File: src/rtl/rx_symb_scheduler.sv
// rx_symb_scheduler: tags RMSP symbols with {frame, symbol index}, launches FFT loads and
// re-attaches tags at the FFT output. Optional error counters: define RX_SCHED_ERR_CNT_EN.
module rx_symb_scheduler #(
    parameter int FRAME_W = 7,
    parameter int SYMB_W  = 4,
    parameter int DEPTH   = 4,
    parameter int N_FFT   = 256
) (
    input  logic               clk,
    input  logic               rst_n,
    input  logic               rmsp_sop,
    input  logic [FRAME_W-1:0] frame_count_in,
    input  logic               fft_in_ready,
    output logic               buf_rd_start,
    input  logic               fft_sop,
    output logic               tag_valid,
    output logic [FRAME_W-1:0] frame_count_out,
    output logic [SYMB_W-1:0]  symb_idx_out,
    output logic               busy,
    input  logic               err_clr,
    output logic               ovf_flag,
    output logic               udf_flag
`ifdef RX_SCHED_ERR_CNT_EN
    ,
    output logic [15:0]        ovf_cnt,
    output logic [15:0]        udf_cnt
`endif
);

    localparam int TAG_W = FRAME_W + SYMB_W;
    localparam int PTR_W = $clog2(DEPTH);
    localparam int CNT_W = PTR_W + 1;
    localparam int CYC_W = (N_FFT > 1) ? $clog2(N_FFT) : 1;

    typedef enum logic [0:0] {
        ST_IDLE = 1'b0,
        ST_LOAD = 1'b1
    } state_t;

    state_t             state_r;
    logic [CYC_W-1:0]   cyc_cnt_r;
    logic               buf_rd_start_r;
    logic               busy_r;

    logic [TAG_W-1:0]   pend_mem_r [DEPTH];
    logic [PTR_W-1:0]   pend_rd_ptr_r;
    logic [PTR_W-1:0]   pend_wr_ptr_r;
    logic [CNT_W-1:0]   pend_cnt_r;

    logic [TAG_W-1:0]   infl_mem_r [DEPTH];
    logic [PTR_W-1:0]   infl_rd_ptr_r;
    logic [PTR_W-1:0]   infl_wr_ptr_r;
    logic [CNT_W-1:0]   infl_cnt_r;

    logic               first_r;
    logic [FRAME_W-1:0] last_frame_r;
    logic [SYMB_W-1:0]  last_idx_r;

    logic               tag_valid_r;
    logic [FRAME_W-1:0] frame_out_r;
    logic [SYMB_W-1:0]  idx_out_r;
    logic               ovf_flag_r;
    logic               udf_flag_r;

    logic               pend_empty_s;
    logic               pend_full_s;
    logic               infl_empty_s;
    logic               infl_full_s;
    logic               launch_s;
    logic               pend_push_s;
    logic               infl_pop_s;
    logic               ovf_evt_s;
    logic               udf_evt_s;
    logic [SYMB_W-1:0]  new_idx_s;

    assign pend_empty_s = (pend_cnt_r == {CNT_W{1'b0}});
    assign pend_full_s  = (pend_cnt_r == CNT_W'(DEPTH));
    assign infl_empty_s = (infl_cnt_r == {CNT_W{1'b0}});
    assign infl_full_s  = (infl_cnt_r == CNT_W'(DEPTH));

    // A full in-flight queue does not block a launch when fft_sop frees a slot this cycle.
    assign launch_s    = (state_r == ST_IDLE) && !pend_empty_s && fft_in_ready &&
                         (!infl_full_s || fft_sop);
    assign pend_push_s = rmsp_sop && (!pend_full_s || launch_s);
    assign ovf_evt_s   = rmsp_sop && pend_full_s && !launch_s;
    assign infl_pop_s  = fft_sop && !infl_empty_s;
    assign udf_evt_s   = fft_sop && infl_empty_s;

    // Symbol index restarts on the first symbol and on every frame number change.
    always_comb begin
        new_idx_s = {SYMB_W{1'b0}};
        if (first_r || (frame_count_in != last_frame_r)) begin
            new_idx_s = {SYMB_W{1'b0}};
        end else begin
            new_idx_s = last_idx_r + SYMB_W'(1);
        end
    end

    // Index tracker advances even when the tag itself is dropped.
    always_ff @(posedge clk or negedge rst_n) begin
        if (!rst_n) begin
            first_r      <= 1'b1;
            last_frame_r <= {FRAME_W{1'b0}};
            last_idx_r   <= {SYMB_W{1'b0}};
        end else if (rmsp_sop) begin
            first_r      <= 1'b0;
            last_frame_r <= frame_count_in;
            last_idx_r   <= new_idx_s;
        end else begin
            first_r      <= first_r;
        end
    end

    // Load state machine with its registered strobes.
    always_ff @(posedge clk or negedge rst_n) begin
        if (!rst_n) begin
            state_r        <= ST_IDLE;
            cyc_cnt_r      <= {CYC_W{1'b0}};
            buf_rd_start_r <= 1'b0;
            busy_r         <= 1'b0;
        end else begin
            case (state_r)
                ST_IDLE: begin
                    if (launch_s) begin
                        state_r        <= ST_LOAD;
                        cyc_cnt_r      <= CYC_W'(N_FFT - 1);
                        buf_rd_start_r <= 1'b1;
                        busy_r         <= 1'b1;
                    end else begin
                        buf_rd_start_r <= 1'b0;
                        busy_r         <= 1'b0;
                    end
                end
                ST_LOAD: begin
                    buf_rd_start_r <= 1'b0;
                    if (cyc_cnt_r == {CYC_W{1'b0}}) begin
                        state_r <= ST_IDLE;
                        busy_r  <= 1'b0;
                    end else begin
                        cyc_cnt_r <= cyc_cnt_r - CYC_W'(1);
                        busy_r    <= 1'b1;
                    end
                end
                default: begin
                    state_r        <= ST_IDLE;
                    cyc_cnt_r      <= {CYC_W{1'b0}};
                    buf_rd_start_r <= 1'b0;
                    busy_r         <= 1'b0;
                end
            endcase
        end
    end

    // Pending tag queue: filled by rmsp_sop, drained by each launch.
    always_ff @(posedge clk or negedge rst_n) begin
        if (!rst_n) begin
            for (int i = 0; i < DEPTH; i++) begin
                pend_mem_r[i] <= {TAG_W{1'b0}};
            end
            pend_rd_ptr_r <= {PTR_W{1'b0}};
            pend_wr_ptr_r <= {PTR_W{1'b0}};
            pend_cnt_r    <= {CNT_W{1'b0}};
        end else begin
            if (pend_push_s) begin
                pend_mem_r[pend_wr_ptr_r] <= {frame_count_in, new_idx_s};
                pend_wr_ptr_r             <= pend_wr_ptr_r + PTR_W'(1);
            end
            if (launch_s) begin
                pend_rd_ptr_r <= pend_rd_ptr_r + PTR_W'(1);
            end
            pend_cnt_r <= pend_cnt_r + CNT_W'(pend_push_s) - CNT_W'(launch_s);
        end
    end

    // In-flight tag queue: filled on launch, drained by fft_sop.
    always_ff @(posedge clk or negedge rst_n) begin
        if (!rst_n) begin
            for (int i = 0; i < DEPTH; i++) begin
                infl_mem_r[i] <= {TAG_W{1'b0}};
            end
            infl_rd_ptr_r <= {PTR_W{1'b0}};
            infl_wr_ptr_r <= {PTR_W{1'b0}};
            infl_cnt_r    <= {CNT_W{1'b0}};
        end else begin
            if (launch_s) begin
                infl_mem_r[infl_wr_ptr_r] <= pend_mem_r[pend_rd_ptr_r];
                infl_wr_ptr_r             <= infl_wr_ptr_r + PTR_W'(1);
            end
            if (infl_pop_s) begin
                infl_rd_ptr_r <= infl_rd_ptr_r + PTR_W'(1);
            end
            infl_cnt_r <= infl_cnt_r + CNT_W'(launch_s) - CNT_W'(infl_pop_s);
        end
    end

    // Output tag register; holds its value across an underflowing fft_sop.
    always_ff @(posedge clk or negedge rst_n) begin
        if (!rst_n) begin
            tag_valid_r <= 1'b0;
            frame_out_r <= {FRAME_W{1'b0}};
            idx_out_r   <= {SYMB_W{1'b0}};
        end else if (infl_pop_s) begin
            tag_valid_r              <= 1'b1;
            {frame_out_r, idx_out_r} <= infl_mem_r[infl_rd_ptr_r];
        end else begin
            tag_valid_r <= 1'b0;
        end
    end

    // Sticky error flags; a new event overrides a simultaneous clear.
    always_ff @(posedge clk or negedge rst_n) begin
        if (!rst_n) begin
            ovf_flag_r <= 1'b0;
            udf_flag_r <= 1'b0;
        end else begin
            ovf_flag_r <= ovf_evt_s | (ovf_flag_r & ~err_clr);
            udf_flag_r <= udf_evt_s | (udf_flag_r & ~err_clr);
        end
    end

`ifdef RX_SCHED_ERR_CNT_EN
    function automatic logic [15:0] sat_inc(input logic [15:0] v);
        return (v == 16'hFFFF) ? v : (v + 16'd1);
    endfunction

    logic [15:0] ovf_cnt_r;
    logic [15:0] udf_cnt_r;

    // Saturating error counters; an event coinciding with a clear counts as one.
    always_ff @(posedge clk or negedge rst_n) begin
        if (!rst_n) begin
            ovf_cnt_r <= 16'd0;
            udf_cnt_r <= 16'd0;
        end else begin
            if (ovf_evt_s) begin
                ovf_cnt_r <= err_clr ? 16'd1 : sat_inc(ovf_cnt_r);
            end else if (err_clr) begin
                ovf_cnt_r <= 16'd0;
            end else begin
                ovf_cnt_r <= ovf_cnt_r;
            end
            if (udf_evt_s) begin
                udf_cnt_r <= err_clr ? 16'd1 : sat_inc(udf_cnt_r);
            end else if (err_clr) begin
                udf_cnt_r <= 16'd0;
            end else begin
                udf_cnt_r <= udf_cnt_r;
            end
        end
    end

    assign ovf_cnt = ovf_cnt_r;
    assign udf_cnt = udf_cnt_r;
`endif

    assign buf_rd_start    = buf_rd_start_r;
    assign busy            = busy_r;
    assign tag_valid       = tag_valid_r;
    assign frame_count_out = frame_out_r;
    assign symb_idx_out    = idx_out_r;
    assign ovf_flag        = ovf_flag_r;
    assign udf_flag        = udf_flag_r;

endmodule

File: config.mk
export PLATFORM = sky130hd
export DESIGN_NAME = rx_symb_scheduler
export DESIGN_NICKNAME = d
export VERILOG_FILES = /design/src/rtl/rx_symb_scheduler.sv
export SDC_FILE = /design/constraint.sdc
export NUM_CORES = 1
export LEC_CHECK = 0
export CORE_UTILIZATION = 55
export CTS_CLUSTER_DIAMETER = 80
export DETAILED_ROUTE_END_ITERATION = 6
export PLACE_DENSITY = 0.72
export SETUP_SLACK_MARGIN = 0.15
export SLEW_MARGIN = 20
export SYNTH_ARGS = -nofsm -noshare
export SYNTH_HDL_FRONTEND = slang
export SYNTH_SLANG_ARGS = --single-unit
File: constraint.sdc
create_clock -name clk -period 2.7 [get_ports clk]
set_input_delay 0.54 -clock clk [delete_from_list [all_inputs] [get_ports clk]]
set_output_delay 0.54 -clock clk [all_outputs]
set_load 0.005 [all_outputs]
Word-level counts from Yosys, hierarchy flattened
Cells that the tools add are included.
{"block": "word_totals", "in_bits": 13, "output_inout_bits": 16, "reg_bits": 138}
{"block": "classes", "n_bitwise": 10, "n_lt_le_gt_ge": 6, "mux": 21, "add_sub_neg": 10, "n_eq_ne": 5, "n_reduce_logical": 22}
{"cell": "bitwise mux 44 bit", "count": 2}
{"cell": "2-to-1 mux 11 bit", "count": 6}
{"cell": "binary-select mux 11 bit (select 2 bit)", "count": 2}
{"cell": "demux 11 bit (select 2 bit)", "count": 2}
{"cell": "2-to-1 mux 8 bit", "count": 2}
{"cell": "one-hot mux 8 bit (2 select lines)", "count": 1}
{"cell": "greater-or-equal comparator 3 bit (second input constant)", "count": 4}
{"cell": "inverter 2 -> 3 bit", "count": 4}
{"cell": "logical AND 1 bit", "count": 10}
{"cell": "adder 2 x 1 -> 2 bit (second input constant)", "count": 4}
{"cell": "zero test 8 bit", "count": 1}
{"cell": "subtractor 8 x 1 -> 8 bit (second input constant)", "count": 1}
{"cell": "!= test 7 bit", "count": 1}
{"cell": "adder 3 x 1 -> 3 bit", "count": 2}
{"cell": "== test 3 bit (second input constant)", "count": 2}
{"cell": "zero test 3 bit", "count": 2}
{"cell": "< comparator 3 x 1 -> 1 bit (second input constant)", "count": 2}
{"cell": "subtractor 3 x 1 -> 3 bit", "count": 2}
{"cell": "zero test 1 bit", "count": 5}
{"cell": "adder 4 x 1 -> 4 bit (second input constant)", "count": 1}
{"cell": "2-to-1 mux 4 bit", "count": 1}
{"cell": "!= test 2 bit (second input constant)", "count": 2}
{"cell": "one-hot mux 1 bit (2 select lines)", "count": 2}
{"cell": "logical OR 1 bit", "count": 3}
{"cell": "other kinds (5)", "count": 10}

Depth between registers and ports, before layout
Gate-level depths: netlist (run 1).
{"block": "logic_depth", "ltp_word": 9, "depth_mapped": 11}

Least setup slack after synthesis (run 1)
Ideal clock, no wire load.
{"block": "synth_path", "path_kind": "input to register", "from": "input port fft_in_ready", "to": "register infl_cnt_r[2]", "path_slack_ns": 0.143, "n_path_buf": 1, "arrival_time_ns": 2.430, "cell_stages": 11, "required_ns": 2.573, "path_cell_list": "nand2b_1 nor3_2 buf_2 clkinv_1 ha_1 inv_1 ha_1 inv_1 fa_1 xnor2_1 xnor2_1"}
{"block": "synth_via", "elab_chain_len": 4}
{"item": "start, declared", "line": "13", "source": "input logic fft_in_ready,"}
{"item": "logical AND 1 bit (2 in series)", "line": "82", "source": "assign launch_s = (state_r == ST_IDLE) && !pend_empty_s && fft_in_ready &&"}
{"item": "via launch_s", "line": "69", "source": "logic launch_s;"}
{"item": "adder 3 x 1 -> 3 bit", "line": "192", "source": "infl_cnt_r <= infl_cnt_r + CNT_W'(launch_s) - CNT_W'(infl_pop_s);"}
{"item": "subtractor 3 x 1 -> 3 bit", "line": "192"}
{"item": "end signal, assigned", "line": "183", "source": "infl_cnt_r <= {CNT_W{1'b0}};"}
{"item": "end signal, assigned", "line": "192"}
{"item": "end, declared", "line": "53", "source": "logic [CNT_W-1:0] infl_cnt_r;"}
The timed path passes the listed nets, and every way through them passes these cells.
A chain may end at the register's enable or synchronous reset.

Worst setup path in the final report (run 1)
{"block": "layout_path", "from": "input port fft_in_ready", "to": "register pend_cnt_r[2]"}
{"block": "layout_via", "elab_chain_len": 6}
{"item": "logical AND 1 bit (*) (2 in series)", "line": "82"}
{"item": "logical OR 1 bit", "line": "84", "source": "assign pend_push_s = rmsp_sop && (!pend_full_s || launch_s);"}
{"item": "logical AND 1 bit", "line": "84"}
{"item": "adder 3 x 1 -> 3 bit", "line": "171", "source": "pend_cnt_r <= pend_cnt_r + CNT_W'(pend_push_s) - CNT_W'(launch_s);"}
{"item": "subtractor 3 x 1 -> 3 bit (*)", "line": "171"}
{"item": "end signal, assigned", "line": "162", "source": "pend_cnt_r <= {CNT_W{1'b0}};"}
{"item": "end signal, assigned", "line": "171"}
{"item": "end, declared", "line": "48", "source": "logic [CNT_W-1:0] pend_cnt_r;"}
Mark *: on every way between the ends. The rest lies on a longest branch, timed or not.

==> results.md, run 1 <==
- Peak Freq: 0.427 GHz
- # IOs: 29
- Lkg Pwr: 0.00356 uW
- # fillers: 772
- # Post-CTS Setup Buffers: 0
- Layout Cells excl Fill: 712
- Vias: 3,969
- CTS buffer count: 17
- Nets@finish: 589
- Max-slew violations: 0
- N_diodes: 0
- Root Buffer: clkbuf_16
- I/O Buffers: 28
- Final wirelength: 12.2 mm
- Critical path origin: fft_in_ready
- Worst Setup End Kind: flop
- Min Tclk post-route: 2.34 ns
- Post-synth ARST share: 100%
- Measured slew at the worst slew-check pin: 0.641 ns
- WS Path Type: in -> reg
- Ys flop type: dfrtp_1
- PostCTS Resize Cnt: 0
- Placed Instances: 681
- GRT Overall Usage: 22.9%
- R2R setup slack: 0.45 ns
- Synth Net Count: 541
- Clk Latency, worst-skew pair: 0.42 ns
- Final HPWL DP: 7.93 mm
- Final Hold Vio Count: 0
- Yosys synthesis warning count: 0
- Sequential share of the synthesized area: 54.2%
- EDFF count, synth: 0
- Worst hold margin: 0.122 ns
- Status: complete, no violations
- Num rows: 38
- Die height: 110 um
- CP max FO: 2
- # setup viols final: 0
- Most frequent cells in the layout: 137 x dfrtp_1, 120 x nand2_1, 63 x mux2_2
- Drc violations: 0
- Reg2Reg Depth: 8
- Die area: 12,000 um^2
- Initial antenna violation count: 0
- Post-DRT Antenna Nets: 0
- Setup Total Neg Slack: 0 ns
- Worst Clk Skew: 0.00684 ns
- DRT Pass-1 Iters: 5
- Post-synthesis register bit count: 138
- Post-synthesis cell area: 6370 um^2
- Most common cell after layout, fill and taps aside: dfrtp_1
- Iter 0 DRT Violations: 196
- Die X: 110 um
- Clock Tree Buf Depth: 2
- Multi-input gate area: 2710 um^2
- Gpl congestion: 0.775
- Worst R2R End: pend_cnt_r[2]
- CTS tree: yes
- Cells after Synth: 512
- Type of origin of the critical path: input port
- CTS Hold Bufs: 0
- Share of post-route cells with drive strength above 1: 27.4%
- Required time worst endpoint: 3.00 ns
- First-pass GRT wire length: 20.1 mm
- H-tree levels: 4
- Vias in the first global route: 4,154
- Pwr/cell area: 1050 nW/um^2
- Initial core utilization: 57.5%
- Congestion Overflow GR: 0
- Distinct cell type count after synthesis: 49
- Wire per inst: 17.1 um
- Worst IR drop on VDD: 0.728 mV
- CP endpoint: pend_cnt_r[2]
- Area of the core: 11,100 um^2
- Reg2Reg Launch Point: infl_cnt_r[1]
- Layout area overhead: 20.2%
- Worst hold-check path type: in -> async
- Worst EP arrival: 2.64 ns
- Clock sinks: 138
- Total of max-cap violations: 0
- Crit share post-route: 86.7%
- Avg Cell Area, Syn: 12.4 um^2
- Worst relative slew slack: 57.3%
- Reg area: 3450 um^2
- RSZ-0062 raised after global routing: no
- Vias/cell: 5.57
- Worst-path clk slew: 0.05 ns
- Pin count of the biggest net entering global routing: 72
## cells in the mapped netlist, types with 2 or more instances
master	n	area (um^2)
a22o_1	4	35.0
a22oi_4	4	85.1
a31oi_1	2	12.5
and2_1	6	37.5
and4b_1	4	40.0
buf_1	2	7.51
buf_2	15	75.1
buf_4	6	45.0
clkbuf_1	2	7.51
dfrtp_1	137	3430
fa_1	2	40.0
ha_1	14	175
inv_1	19	71.3
mux2_2	63	709
mux4_2	22	495
nand2_1	120	450
nand2_2	2	12.5
nand2b_1	2	12.5
nand3_1	5	25.0
nand4_1	2	12.5
nor2_1	5	18.8
nor2b_1	2	12.5
nor3_1	6	30.0
nor4_1	2	12.5
o21ai_0	6	30.0
o21ai_1	8	40.0
o22ai_1	2	12.5
o31ai_1	8	60.1
xnor2_1	9	78.8
xor2_1	12	105
## state kept, by name, summed over array words and instances, names as in the netlist
| signal | count |
|---|---|
| pend_mem_r | 44 |
| udf_flag | 1 |
| infl_mem_r | 44 |
| pend_rd_ptr_r | 2 |
| infl_cnt_r | 3 |
| infl_rd_ptr_r | 2 |
| first_r | 1 |
| frame_count_out | 7 |
| busy | 1 |
| symb_idx_out | 4 |
| cyc_cnt_r | 8 |
| pend_cnt_r | 3 |
| last_frame_r | 7 |
| buf_rd_start | 1 |
| ovf_flag | 1 |
| last_idx_r | 4 |
| tag_valid | 1 |
| infl_wr_ptr_r | 2 |
| pend_wr_ptr_r | 2 |
## logic make-up (layout without fill, tap and decap cells)
logic type      after synthesis  in the layout  share of synthesized area, %
buf+inv                      45            105                          3.30
fa+ha+maj                    16             16                          3.38
mux                          85             85                          18.9
compound gates               42             42                          5.58
simple gates                165            165                          11.8
xor+xnor                     21             21                          2.89
flops                       138            138                          54.2
## final cells by class
cell class,instances,area share [%]
Clock buffer,20,5.96
Clock inverter,11,3.15
Inverter,20,0.980
Multi-Input combinational cell,329,35.3
Sequential cell,138,45.1
Tap cell,140,2.29
Timing Repair Buffer,54,7.20
## metal layers
metal	global-route usage (%)	wire, um
met1	29.0	5280
met2	37.7	6130
met3	6.76	599
met4	8.00	150
met5	0	0
## through the flow
stage	setup WS, ns	area (um^2)	power (uW)	utilization, %
after CTS	0.379	7660	8160	69.2
final	0.360	7660	8080	69.2
after global placement	-0.000797	6970	5270	62.9
after detailed placement	-0.0427	6970	5400	62.9
after floorplan	0.189	6380	4630	-
after global routing	0.254	7660	8550	69.2
## power breakdown
group | internal [uW] | switching, uW
clock network | 1870 | 836
logic | 1200 | 1080
registers | 2660 | 442
total | 5730 | 2360
## critical path, stage by stage
cell and delay [ns]:
clkdlybuf4s50_1 0.50, nand2b_1 0.09, buf_4 0.14, o21bai_1 0.23, nand2_2 0.09, ha_1 0.29
inv_1 0.04, ha_1 0.20, fa_1 0.38, xnor2_1 0.14
## worst min path at each step
stage / startpoint / end / slack [ns] / cells past startpoint
CTS: rst_n / infl_mem_r[30] / 0.14 / 1
global route: rst_n / infl_mem_r[30] / 0.16 / 1
global placement: pend_mem_r[26] / pend_mem_r[26] / 0.45 / 2
detailed placement: pend_mem_r[16] / pend_mem_r[16] / 0.46 / 2
floorplan: rst_n / buf_rd_start / 0.24 / 0
finish: rst_n / infl_mem_r[30] / 0.12 / 1
No activity file was read; power rests on OpenSTA's default activity.
==> run 2, diff against run 1 <==
--- a/config.mk
+++ b/config.mk
@@ -6,11 +6,10 @@
 export NUM_CORES = 1
 export LEC_CHECK = 0
 export CORE_UTILIZATION = 55
-export CTS_CLUSTER_DIAMETER = 80
 export DETAILED_ROUTE_END_ITERATION = 6
 export PLACE_DENSITY = 0.72
 export SETUP_SLACK_MARGIN = 0.15
-export SLEW_MARGIN = 20
+export SKIP_LAST_GASP = 1
 export SYNTH_ARGS = -nofsm -noshare
 export SYNTH_HDL_FRONTEND = slang
 export SYNTH_SLANG_ARGS = --single-unit
==> results of run 2 <==
The final DEF is identical to that of run 1; final timing and power are the same.
